$ cat src/rtl/rom_msg_uart_tx_if.sv
// Signal bundle between rom_msg_uart_tx, its message ROM and the UART line.
// Also carries the FSM state for observation.
interface rom_msg_uart_tx_if #(
  parameter int ADDR_W = 4
);
  // start is a level request with no ready return. It is sampled only while idle,
  // and any assertion while busy is dropped. rom_data must be valid for rom_address
  // in the same cycle.
  logic              start;
  logic [ADDR_W-1:0] rom_address;
  logic [7:0]        rom_data;
  logic              tx;
  logic              busy;
  logic              done;
  logic [2:0]        dbg_state;

  modport master (
    output start,
    output rom_data,
    input  rom_address,
    input  tx,
    input  busy,
    input  done,
    input  dbg_state
  );

  modport slave (
    input  start,
    input  rom_data,
    output rom_address,
    output tx,
    output busy,
    output done,
    output dbg_state
  );
endinterface

$ cat src/rtl/rom_msg_uart_tx.sv
// Walks a 16x8 message ROM from address 0 and sends each byte as an 8N1 UART frame.
// Stops after MSG_LEN bytes or at the first NUL byte, then pulses done for one cycle.
module rom_msg_uart_tx #(
  parameter int CLKS_PER_BIT = 4,
  parameter int MSG_LEN      = 15,
  parameter int ADDR_W       = 4
) (
  input  logic             clk,
  input  logic             rst,
  rom_msg_uart_tx_if.slave bus
);

  localparam int                BW        = (CLKS_PER_BIT > 1) ? $clog2(CLKS_PER_BIT) : 1;
  localparam logic [BW-1:0]     BAUD_LAST = BW'(CLKS_PER_BIT - 1);
  localparam logic [ADDR_W-1:0] ADDR_LAST = ADDR_W'(MSG_LEN - 1);

  typedef enum logic [2:0] {
    S_IDLE  = 3'd0,
    S_FETCH = 3'd1,
    S_START = 3'd2,
    S_DATA  = 3'd3,
    S_STOP  = 3'd4
  } state_t;

  state_t            state_q, state_d;
  logic [ADDR_W-1:0] addr_q, addr_d;
  logic [BW-1:0]     baud_q, baud_d;
  logic [2:0]        bit_q, bit_d;
  logic [7:0]        shreg_q, shreg_d;
  logic              tx_q, tx_d;
  logic              busy_q, busy_d;
  logic              done_q, done_d;
  logic              baud_end;

  assign baud_end = (baud_q == BAUD_LAST);

  // Every output is a flop. tx is loaded with the level of the state being entered,
  // so the line changes on the same edge as the state.
  always_comb begin
    state_d = state_q;
    addr_d  = addr_q;
    baud_d  = baud_q;
    bit_d   = bit_q;
    shreg_d = shreg_q;
    tx_d    = tx_q;
    busy_d  = busy_q;
    done_d  = 1'b0;
    unique case (state_q)
      S_IDLE: begin
        addr_d = '0;
        tx_d   = 1'b1;
        busy_d = 1'b0;
        if (bus.start) begin
          state_d = S_FETCH;
          busy_d  = 1'b1;
        end
      end
      S_FETCH: begin
        if (bus.rom_data == 8'h00) begin
          state_d = S_IDLE;
          addr_d  = '0;
          busy_d  = 1'b0;
          done_d  = 1'b1;
        end else begin
          state_d = S_START;
          shreg_d = bus.rom_data;
          baud_d  = '0;
          tx_d    = 1'b0;
        end
      end
      S_START: begin
        baud_d = baud_end ? '0 : baud_q + BW'(1);
        if (baud_end) begin
          state_d = S_DATA;
          bit_d   = 3'd0;
          tx_d    = shreg_q[0];
        end
      end
      S_DATA: begin
        baud_d = baud_end ? '0 : baud_q + BW'(1);
        if (baud_end) begin
          if (bit_q == 3'd7) begin
            state_d = S_STOP;
            tx_d    = 1'b1;
          end else begin
            shreg_d = shreg_q >> 1;
            bit_d   = bit_q + 3'd1;
            tx_d    = shreg_q[1];
          end
        end
      end
      S_STOP: begin
        baud_d = baud_end ? '0 : baud_q + BW'(1);
        tx_d   = 1'b1;
        if (baud_end) begin
          if (addr_q == ADDR_LAST) begin
            state_d = S_IDLE;
            addr_d  = '0;
            busy_d  = 1'b0;
            done_d  = 1'b1;
          end else begin
            state_d = S_FETCH;
            addr_d  = addr_q + ADDR_W'(1);
          end
        end
      end
      default: begin
        state_d = S_IDLE;
      end
    endcase
  end

  always_ff @(posedge clk or posedge rst) begin
    if (rst) begin
      state_q <= S_IDLE;
      addr_q  <= '0;
      baud_q  <= '0;
      bit_q   <= 3'd0;
      shreg_q <= 8'h00;
      tx_q    <= 1'b1;
      busy_q  <= 1'b0;
      done_q  <= 1'b0;
    end else begin
      state_q <= state_d;
      addr_q  <= addr_d;
      baud_q  <= baud_d;
      bit_q   <= bit_d;
      shreg_q <= shreg_d;
      tx_q    <= tx_d;
      busy_q  <= busy_d;
      done_q  <= done_d;
    end
  end

  assign bus.rom_address = addr_q;
  assign bus.tx          = tx_q;
  assign bus.busy        = busy_q;
  assign bus.done        = done_q;
  assign bus.dbg_state   = state_q;

endmodule
$ cat src/flat_wrapper.sv
// flat-port wrapper written by rule: the top's interface ports become plain ports
module rom_msg_uart_tx_flat 
#(
  parameter int CLKS_PER_BIT = 4,
  parameter int MSG_LEN      = 15,
  parameter int ADDR_W       = 4
)
  (clk, rst, bus_start, bus_rom_data, bus_rom_address, bus_tx, bus_busy, bus_done, bus_dbg_state);
  rom_msg_uart_tx_if #(.ADDR_W(ADDR_W)) bus_i ();
  input  logic clk;
  input  logic rst;
  input wire logic [$bits(bus_i.start)-1:0] bus_start;
  input wire logic [$bits(bus_i.rom_data)-1:0] bus_rom_data;
  output wire logic [$bits(bus_i.rom_address)-1:0] bus_rom_address;
  output wire logic [$bits(bus_i.tx)-1:0] bus_tx;
  output wire logic [$bits(bus_i.busy)-1:0] bus_busy;
  output wire logic [$bits(bus_i.done)-1:0] bus_done;
  output wire logic [$bits(bus_i.dbg_state)-1:0] bus_dbg_state;
  assign bus_i.start = bus_start;
  assign bus_i.rom_data = bus_rom_data;
  assign bus_rom_address = bus_i.rom_address;
  assign bus_tx = bus_i.tx;
  assign bus_busy = bus_i.busy;
  assign bus_done = bus_i.done;
  assign bus_dbg_state = bus_i.dbg_state;
  rom_msg_uart_tx #(.CLKS_PER_BIT(CLKS_PER_BIT), .MSG_LEN(MSG_LEN), .ADDR_W(ADDR_W)) u_core (.clk(clk), .rst(rst), .bus(bus_i));
endmodule
$ cat config.mk
export PLATFORM = sky130hd
export DESIGN_NAME = rom_msg_uart_tx_flat
export DESIGN_NICKNAME = d
export VERILOG_FILES = /design/src/rtl/rom_msg_uart_tx_if.sv /design/src/rtl/rom_msg_uart_tx.sv /design/src/flat_wrapper.sv
export SDC_FILE = /design/constraint.sdc
export NUM_CORES = 1
export LEC_CHECK = 0
export BUFFER_PORTS_ARGS = -buffer_cell sky130_fd_sc_hd__buf_2
export CORE_AREA = 2 2 59 61
export CTS_BUF_LIST = sky130_fd_sc_hd__clkbuf_16
export CTS_CLUSTER_SIZE = 20
export DETAILED_ROUTE_END_ITERATION = 8
export DIE_AREA = 0 0 61 63
export GPL_ROUTABILITY_DRIVEN = 0
export MAX_ROUTING_LAYER = met4
export PLACE_DENSITY = 0.67
export RECOVER_POWER = 100
export SETUP_SLACK_MARGIN = 0.15
export SLEW_MARGIN = 20
export SYNTH_ARGS = -nofsm -noshare
export SYNTH_HDL_FRONTEND = slang
export SYNTH_SLANG_ARGS = --single-unit
$ cat constraint.sdc
create_clock -name clk -period 3.65 [get_ports clk]
set_clock_uncertainty 0.1 [all_clocks]
set_input_delay 0.1825 -clock clk [delete_from_list [all_inputs] [get_ports clk]]
set_output_delay 0.1825 -clock clk [all_outputs]
set_load 0.01 [all_outputs]
==> results_dict.tcl, run 1 <==
set metrics [dict create \
    die-width_microns 61 \
    status "finished, violations left" \
    ir_drop_mv 0.3601 \
    clockBufferDepth 2 \
    cts.reportedPaths.clkPinSlew_ps 60 \
    drt_iter0_drc 31 \
    synth_area_sq_um 1371 \
    dpl_cell_area_sq_um 1505 \
    start_kind "flop" \
    synthTopCellsByArea "dfrtp_1 40%, mux2_2 11%, ha_1 4.6%" \
    dp_slack_ps 1731 \
    cp.arrival_ps 2380 \
    synth.top_cell.area_share_pct 40.15 \
    crit_family "simple AND/OR/NAND/NOR gates" \
    firstDrtPassIters 4 \
    die_y_microns 63 \
    cts_inserted_buffers 3 \
    yosys-top-cells-count "22 x dfrtp_1, 14 x mux2_2, 11 x o21ai_0" \
    cpPeakStageDelay_ps 580 \
    cts_tree "done" \
    synth_nets 147 \
    failed_checks "negative hold slack" \
    h-tree-depth 1 \
    async_flop_share_pct 100.0 \
    endpoint_kind "flop" \
    nets 168 \
    cp_num_buf_inv 0 \
    ys_seq_elements 23 \
    ctsResizeCount 0 \
    routed-via-count 1037 \
    critPathKind "reg -> reg" \
    clock_latency_ps 250 \
    synth.most_common_cell "dfrtp_1" \
    critPathMaxFanout 19 \
    grt_first_pass_wirelength_microns 4353 \
    grt_overflow 0 \
    path_cells "nor2_1, nand3_1, or4_1, o211ai_1" \
    syn_inst 131 \
    wl_per_cell_microns 13.19 \
    design_area_sq_um 1541 \
    diodes 0 \
    seq_area_frac_synth_pct 42.06 \
    syn2layout_area_growth_pct 12.41 \
    syn_area_per_cell_sq_um 10.47 \
    cts_setup_buffers 0 \
    period_share_pct 63.19 \
    drc 0 \
    setup-tns-final_ps 0 \
    final_util_pct 47.70 \
    grt_pass1_vias 1038 \
    drive_gt1_share_pct 23.84 \
    leakage_uw 0.0006496 \
    die-area_sq_um 3843 \
    grt_max_degree 24 \
    setup_ws_ps 1343 \
    cp_slowest_cell "dfrtp_1" \
    std_cell_rows 21 \
    setup_viol 0 \
    grtUsageTotal_pct 15.30 \
    synth_enable_flop_cells 0 \
    power_density_nw_per_um2 644.8 \
    whs_ps -3.215 \
    cts_sinks 23 \
    drv_slew 0 \
    cts_hold_buf 0 \
    via_per_inst 5.264 \
    hold_viol 12 \
    drt_wl_total_microns 2598 \
    ant_nets 0 \
    start_util_pct 42.43 \
    worstMarginPinSlew_ps 851.4 \
    core_area_sq_um 3232 \
    fmax_ghz 0.4335 \
    synthFlopType "dfrtp_1" \
    clockRootBuffer "clkbuf_16" \
    period_needed_ps 2307 \
    max_cap_viol_count 0 \
    yosys.area.top_type "dfrtp_1" \
    ys_types 40 \
    portBuffers 20 \
    top_level_ports 21 \
    crit_required_ps 3720 \
    rsz0062_at_grt "false" \
    slew_headroom_pct 43.17 \
    dp_hpwl_microns 1948 \
    min_path_type "in -> async" \
    yosysWarnings 0 \
    antenna_found_initial 0 \
]
==> cell families after synthesis <==
kind of cell	after synthesis	synth area share (%)
multiplexers	18	14.42
AND/OR/NAND/NOR	39	17.97
flip-flops	23	42.06
AO/OA/AOI/OAI	33	16.79
buffers and inverters	13	4.197
adder cells (fa/ha/maj)	5	4.562
==> sequential cells by signal (all words and copies together) (netlist names) <==
signal and cells:
u_core.baud_q 2, u_core.bit_q 3, u_core.bus.busy 1, u_core.bus.dbg_state 3, u_core.bus.done 1, u_core.bus.rom_address 4
u_core.bus.tx 1, u_core.shreg_q 8
==> worst register-to-register path, cell delays in order (launching register included) <==
cell      delay (ps)
dfrtp_1          580
nor2_1           580
nand3_1          330
or4_1            540
o211ai_1         100
==> final cells by class <==
type / count / area, sq um
Inverter: 9 / 33.78
Multi-Input combinational cell: 95 / 705.7
Timing Repair Buffer: 20 / 87.58
Fill cell: 327 / 1690
Clock buffer: 3 / 75.07
Sequential cell: 23 / 576.8
Clock inverter: 1 / 5.005
Tap cell: 46 / 57.56
==> cells in the final DEF (no fill, tap or decap), types with 2 or more instances in the layout <==
cell / count
o31a_1: 2
clkbuf_1: 10
a21oi_2: 2
nand2_1: 9
ha_1: 5
nand3_1: 6
nor3b_1: 3
o21ai_0: 11
nor4_4: 2
nor2_1: 9
mux2_2: 14
mux2i_1: 4
nand3b_1: 2
dfrtp_1: 22
buf_2: 10
clkbuf_16: 3
o211ai_1: 2
a21oi_1: 8
inv_1: 9
==> final timing paths <==
check / depth (start not counted) / slack (ps) / from / endpoint
min in group clk: 3 / 100 / bus_start / u_core.bus.busy
setup reg to reg: 4 / 1340 / u_core.bus.dbg_state[1] / u_core.bus.rom_address[3]
hold reg to reg: 1 / 400 / u_core.shreg_q[0] / u_core.shreg_q[0]
hold / removal: 2 / -3 / rst / u_core.baud_q[1]
max in group asynchronous: 2 / 2930 / rst / u_core.bus.busy
setup / recovery: 4 / 1340 / u_core.bus.dbg_state[1] / u_core.bus.rom_address[3]
==> stage by stage <==
stage	std cells	total power (uW)
global route	197	1069
CTS	197	1025
floorplan	131	696.8
detailed placement	193	788.4
finish	197	993.9
global placement	193	768.9
==> power by group <==
group	leakage (uW)	switching (uW)	internal, uW
sequential	0.000289	63.3	343
clock	0.0000409	84.1	147
combinational	0.000319	175	182
==> routing by layer <==
metal	track usage [%]	vias up	part of all wire, %
li1	-	514	-
met1	18.17	492	46
met2	25.13	26	48
met3	2.070	5	4.0
met4	6.793	0	1.8
met5	-	-	0
(Power assumes the default switching activity.)
==> inputs of run 2 (changes only) <==
clock period = 2.2 ns   (was 3.65 ns; I/O delays follow)
==> results_dict.tcl, run 2 (synthesis results as in run 1) <==
set metrics [dict create \
    leakage_uw 0.0006756 \
    antenna_found_initial 0 \
    grt_pass1_vias 1120 \
    multiInputGateArea_sq_um 732.0 \
    clkPwrFrac_pct 22.8 \
    cts_inserted_buffers 3 \
    power_density_nw_per_um2 1056 \
    drc 0 \
    cp_slowest_cell "or4_1" \
    drive_gt1_share_pct 26.28 \
    hold_viol 0 \
    grt_overflow 0 \
    setup_viol 0 \
    cp.arrival_ps 2020 \
    ant_nets 0 \
    period_needed_ps 1956 \
    design_area_sq_um 1600 \
    std_cell_rows 21 \
    ff2ff_path_depth 4 \
    grt_first_pass_wirelength_microns 4885 \
    status "finished clean" \
    cts.reportedPaths.clkPinSlew_ps 60 \
    endpoint_kind "flop" \
    path_cells "clkbuf_1, nand3_1, or4_1, o211ai_1" \
    holdPathEnd "u_core.bus.busy" \
    p_sw_uw 561.3 \
    drt_wl_total_microns 2690 \
    die-area_sq_um 3843 \
    crit_required_ps 2260 \
    grt_max_degree 24 \
    cts_sinks 23 \
    final_util_pct 49.52 \
    hold_depth 3 \
    syn2layout_area_growth_pct 16.70 \
    diodes 0 \
    drv_slew 0 \
    clockRootBuffer "clkbuf_16" \
    final_cell_mix "22 x dfrtp_1, 14 x mux2_2, 11 x o21ai_0, 11 x buf_2, 11 x clkbuf_1" \
    largest-register "u_core.shreg_q" \
    whs_ps 11.31 \
    worstMarginPinSlew_ps 868.4 \
    crit_family "simple AND/OR/NAND/NOR gates" \
    start_kind "flop" \
    seqCellArea_sq_um 576.8 \
    max_cap_viol_count 0 \
    via_per_inst 5.337 \
    routed-via-count 1078 \
    swShare_pct 33.23 \
    reg2reg_from "u_core.bus.dbg_state[2]" \
    slew_headroom_pct 42.05 \
    min_path_type "in -> reg" \
    hold_start "bus_start" \
    ctsResizeCount 0 \
    drt_iter0_drc 36 \
    top_level_ports 21 \
    core_area_sq_um 3232 \
    rsz0062_at_grt "false" \
    p_seq_share_pct 40.7 \
    power.internal_uw 1128 \
    critPathMaxFanout 14 \
    cpPeakStageDelay_ps 540 \
    wl_per_cell_microns 13.32 \
    die_y_microns 63 \
    cp_num_buf_inv 1 \
    fmax_ghz 0.5112 \
    ir_drop_mv 0.4825 \
    grtUsageTotal_pct 16.90 \
    critPathKind "reg -> reg" \
    setup-tns-final_ps 0 \
    clockBufferDepth 2 \
    h-tree-depth 1 \
    r2r_slack_ps 240 \
    die-width_microns 61 \
    portBuffers 20 \
    dpl_cell_area_sq_um 1535 \
    nets 173 \
    firstDrtPassIters 4 \
    comb_power_share_pct 36.5 \
    largest_reg_flops 8 \
    period_share_pct 88.91 \
    reg2reg_to "u_core.bus.rom_address[3]" \
    cts_tree "done" \
    start_util_pct 42.43 \
    clock_latency_ps 250 \
    final_common_cell "dfrtp_1" \
    fillCellCount 311 \
    dp_hpwl_microns 2051 \
]
run 2: how the worst max path moves through the flow:
stage	from	endpoint	slack, ps	cells past startpoint
floorplan	u_core.bit_q[0]	u_core.shreg_q[0]	460	5
global placement	u_core.bit_q[0]	u_core.shreg_q[2]	380	5
detailed placement	u_core.bit_q[0]	u_core.shreg_q[3]	310	5
CTS	u_core.bit_q[0]	u_core.shreg_q[3]	300	5
global route	u_core.bus.dbg_state[2]	u_core.bus.rom_address[3]	100	4
finish	u_core.bus.dbg_state[2]	u_core.bus.rom_address[3]	240	4
run 2: layer usage:
layer	vias up	part of all wire [%]	global-route usage, %
li1	525	-	-
met2	24	51	26.75
met3	2	3.8	2.484
met4	0	0.71	6.522
met1	527	45	21.37
met5	-	0	-
run 2: power groups by stage:
stage	Combinational, uW	Sequential, uW	Clock (uW)
4_1_cts	645	688	390
6_report	617	687	386
3_5_place_dp	639	696	0
2_1_floorplan	500	656	0
3_3_place_gp	617	682	0
5_1_grt	706	708	418
run 2: final cells by class:
| type | count | area share [%] |
|---|---|---|
| Multi-Input combinational cell | 95 | 45.74 |
| Sequential cell | 23 | 36.04 |
| Timing Repair Buffer | 25 | 7.584 |
| Clock buffer | 3 | 4.691 |
| Tap cell | 46 | 3.597 |
| Inverter | 9 | 2.111 |
| Clock inverter | 1 | 0.2346 |
run 2: per-stage QoR:
stage	power, uW	worst slack (ps)	cells
6_report	1689	243.9	202
5_1_grt	1832	100.6	202
4_1_cts	1723	301.8	202
3_5_place_dp	1335	309.4	197
3_3_place_gp	1299	382.4	197
2_1_floorplan	1156	464.4	131
run 2: worst min-delay path: cells and delay by family:
kind | cells | cell delay, ps
compound gates | 1 | 60
buf+inv | 1 | 90
simple gates | 1 | 60
run 2: repair_timing:
| action | in CTS | in global routing |
|---|---|---|
| hold buffers | 1 | 0 |
| endpoints found under the hold margin | 22 | 0 |
| setup buffers | 0 | 0 |
==> inputs of run 3 (changes only) <==
CORE_AREA = 2 2 67 53   (was 2 2 59 61)
DIE_AREA = 0 0 69 55   (was 0 0 61 63)
PLACE_DENSITY = 0.68   (was 0.67)
==> results_dict.tcl, run 3 (synthesis results as in run 1) <==
set metrics [dict create \
    diodes 0 \
    die-width_microns 69 \
    grt_pass1_vias 957 \
    drt_wl_total_microns 2709 \
    final_common_cell "dfrtp_1" \
    slew_headroom_pct 41.44 \
    wl_per_cell_microns 13.82 \
    multiInputGateArea_sq_um 723.2 \
    setup-tns-final_ps 0 \
    reg2reg_from "u_core.bit_q[0]" \
    drt_iter0_drc 66 \
    die_y_microns 55 \
    die-area_sq_um 3795 \
    power.internal_uw 1118 \
    hold_start "bus_rom_data[7]" \
    final_util_pct 50.24 \
    power_density_nw_per_um2 1059 \
    place_inst 191 \
    nets 173 \
    final_cell_mix "22 x dfrtp_1, 13 x mux2_2, 11 x o21ai_0, 11 x buf_2, 11 x clkbuf_1" \
    drv_slew 0 \
    setup_viol 0 \
    ir_drop_mv 0.5383 \
    critPathKind "reg -> reg" \
    cts_sinks 23 \
    grt_max_degree 24 \
    comb_power_share_pct 36.2 \
    worstMarginPinSlew_ps 877.5 \
    fin_cells 196 \
    rsz0062_at_grt "false" \
    p_seq_share_pct 40.7 \
    fillCellCount 310 \
    largest_reg_flops 8 \
    fmax_ghz 0.5058 \
    holdPathEnd "u_core.shreg_q[7]" \
    grtUsageTotal_pct 15.64 \
    core_area_sq_um 3153 \
    endpoint_kind "flop" \
    status "finished clean" \
    period_share_pct 89.87 \
    critPathMaxFanout 8 \
    cts_hold_buf 1 \
    period_needed_ps 1977 \
    cts_inserted_buffers 3 \
    leakage_uw 0.0006739 \
    clockRootBuffer "clkbuf_16" \
    whs_ps 20.85 \
    dpl_cell_area_sq_um 1528 \
    start_util_pct 43.49 \
    hold_depth 3 \
    cts_tree "done" \
    via_per_inst 5.439 \
    ff2ff_path_depth 5 \
    crit_required_ps 2230 \
    clockBufferDepth 2 \
    cts_setup_buffers 0 \
    antenna_found_initial 0 \
    p_sw_uw 560.0 \
    cp.arrival_ps 2010 \
    swShare_pct 33.37 \
    portBuffers 20 \
    start_kind "flop" \
    hold_viol 0 \
    h-tree-depth 1 \
    ctsResizeCount 0 \
    clock_latency_ps 250 \
    dp_hpwl_microns 1987 \
    r2r_slack_ps 220 \
    drive_gt1_share_pct 25.64 \
    design_area_sq_um 1584 \
    grt_overflow 0 \
    std_cell_rows 18 \
    cts.reportedPaths.clkPinSlew_ps 60 \
    routed-via-count 1066 \
    clkPwrFrac_pct 23.1 \
    grt_first_pass_wirelength_microns 4422 \
    syn2layout_area_growth_pct 15.51 \
    top_level_ports 21 \
    largest-register "u_core.shreg_q" \
    max_cap_viol_count 0 \
    reg2reg_to "u_core.shreg_q[3]" \
    firstDrtPassIters 4 \
    ant_nets 0 \
    seqCellArea_sq_um 576.8 \
    drc 0 \
    min_path_type "in -> reg" \
]
==> run 3: cell count changes in the layout (fill, tap and decap cells not counted) <==
| cell | change |
|---|---|
| mux2_1 | +1 |
| o211ai_2 | +1 |
| mux2_2 | -1 |
| o211ai_4 | -1 |
==> run 3: layout make-up <==
type	count	share of cell area, %
clock buffers	3	4.739
clock inverters	1	0.2370
inverters	9	2.133
multi-input cells	95	45.66
flip-flops and latches	23	36.41
well taps	40	3.160
repair buffers	25	7.662
==> run 3: metrics by stage <==
stage	total power (uW)	setup WS [ps]
2_1_floorplan	1156	464.4
3_3_place_gp	1285	382.8
3_5_place_dp	1314	324.1
4_1_cts	1713	301.0
5_1_grt	1808	105.9
6_report	1678	222.8
==> run 3: routing by layer <==
| metal | vias up | wire length (microns) | global-route usage, % |
|---|---|---|---|
| met5 | - | 0 | - |
| met4 | 0 | 46 | 8.170 |
| met3 | 4 | 126 | 2.717 |
| met2 | 25 | 1259 | 24.52 |
| met1 | 508 | 1277 | 19.98 |
| li1 | 529 | - | - |
==> run 3: critical path, cell delays in order, from the launching register on <==
cell and delay, ps:
dfrtp_1 410, ha_1 220, ha_1 280, nor3b_2 220
o211ai_2 220, mux2_1 410
==> run 3: power by group through the flow <==
stage | logic (uW) | registers [uW] | clock network (uW)
2_1_floorplan | 500 | 656 | 0
3_3_place_gp | 602 | 683 | 0
3_5_place_dp | 624 | 690 | 0
4_1_cts | 633 | 686 | 395
5_1_grt | 685 | 704 | 419
6_report | 607 | 683 | 388
==> run 3: worst max-delay path by stage <==
stage / startpoint / endpoint / slack (ps) / cells after the start
floorplan: u_core.bit_q[0] / u_core.shreg_q[0] / 460 / 5
global placement: u_core.bit_q[0] / u_core.shreg_q[2] / 380 / 5
detailed placement: u_core.bit_q[0] / u_core.shreg_q[6] / 320 / 5
CTS: u_core.bit_q[0] / u_core.shreg_q[3] / 300 / 5
global route: u_core.bit_q[0] / u_core.shreg_q[3] / 110 / 5
finish: u_core.bit_q[0] / u_core.shreg_q[3] / 220 / 5
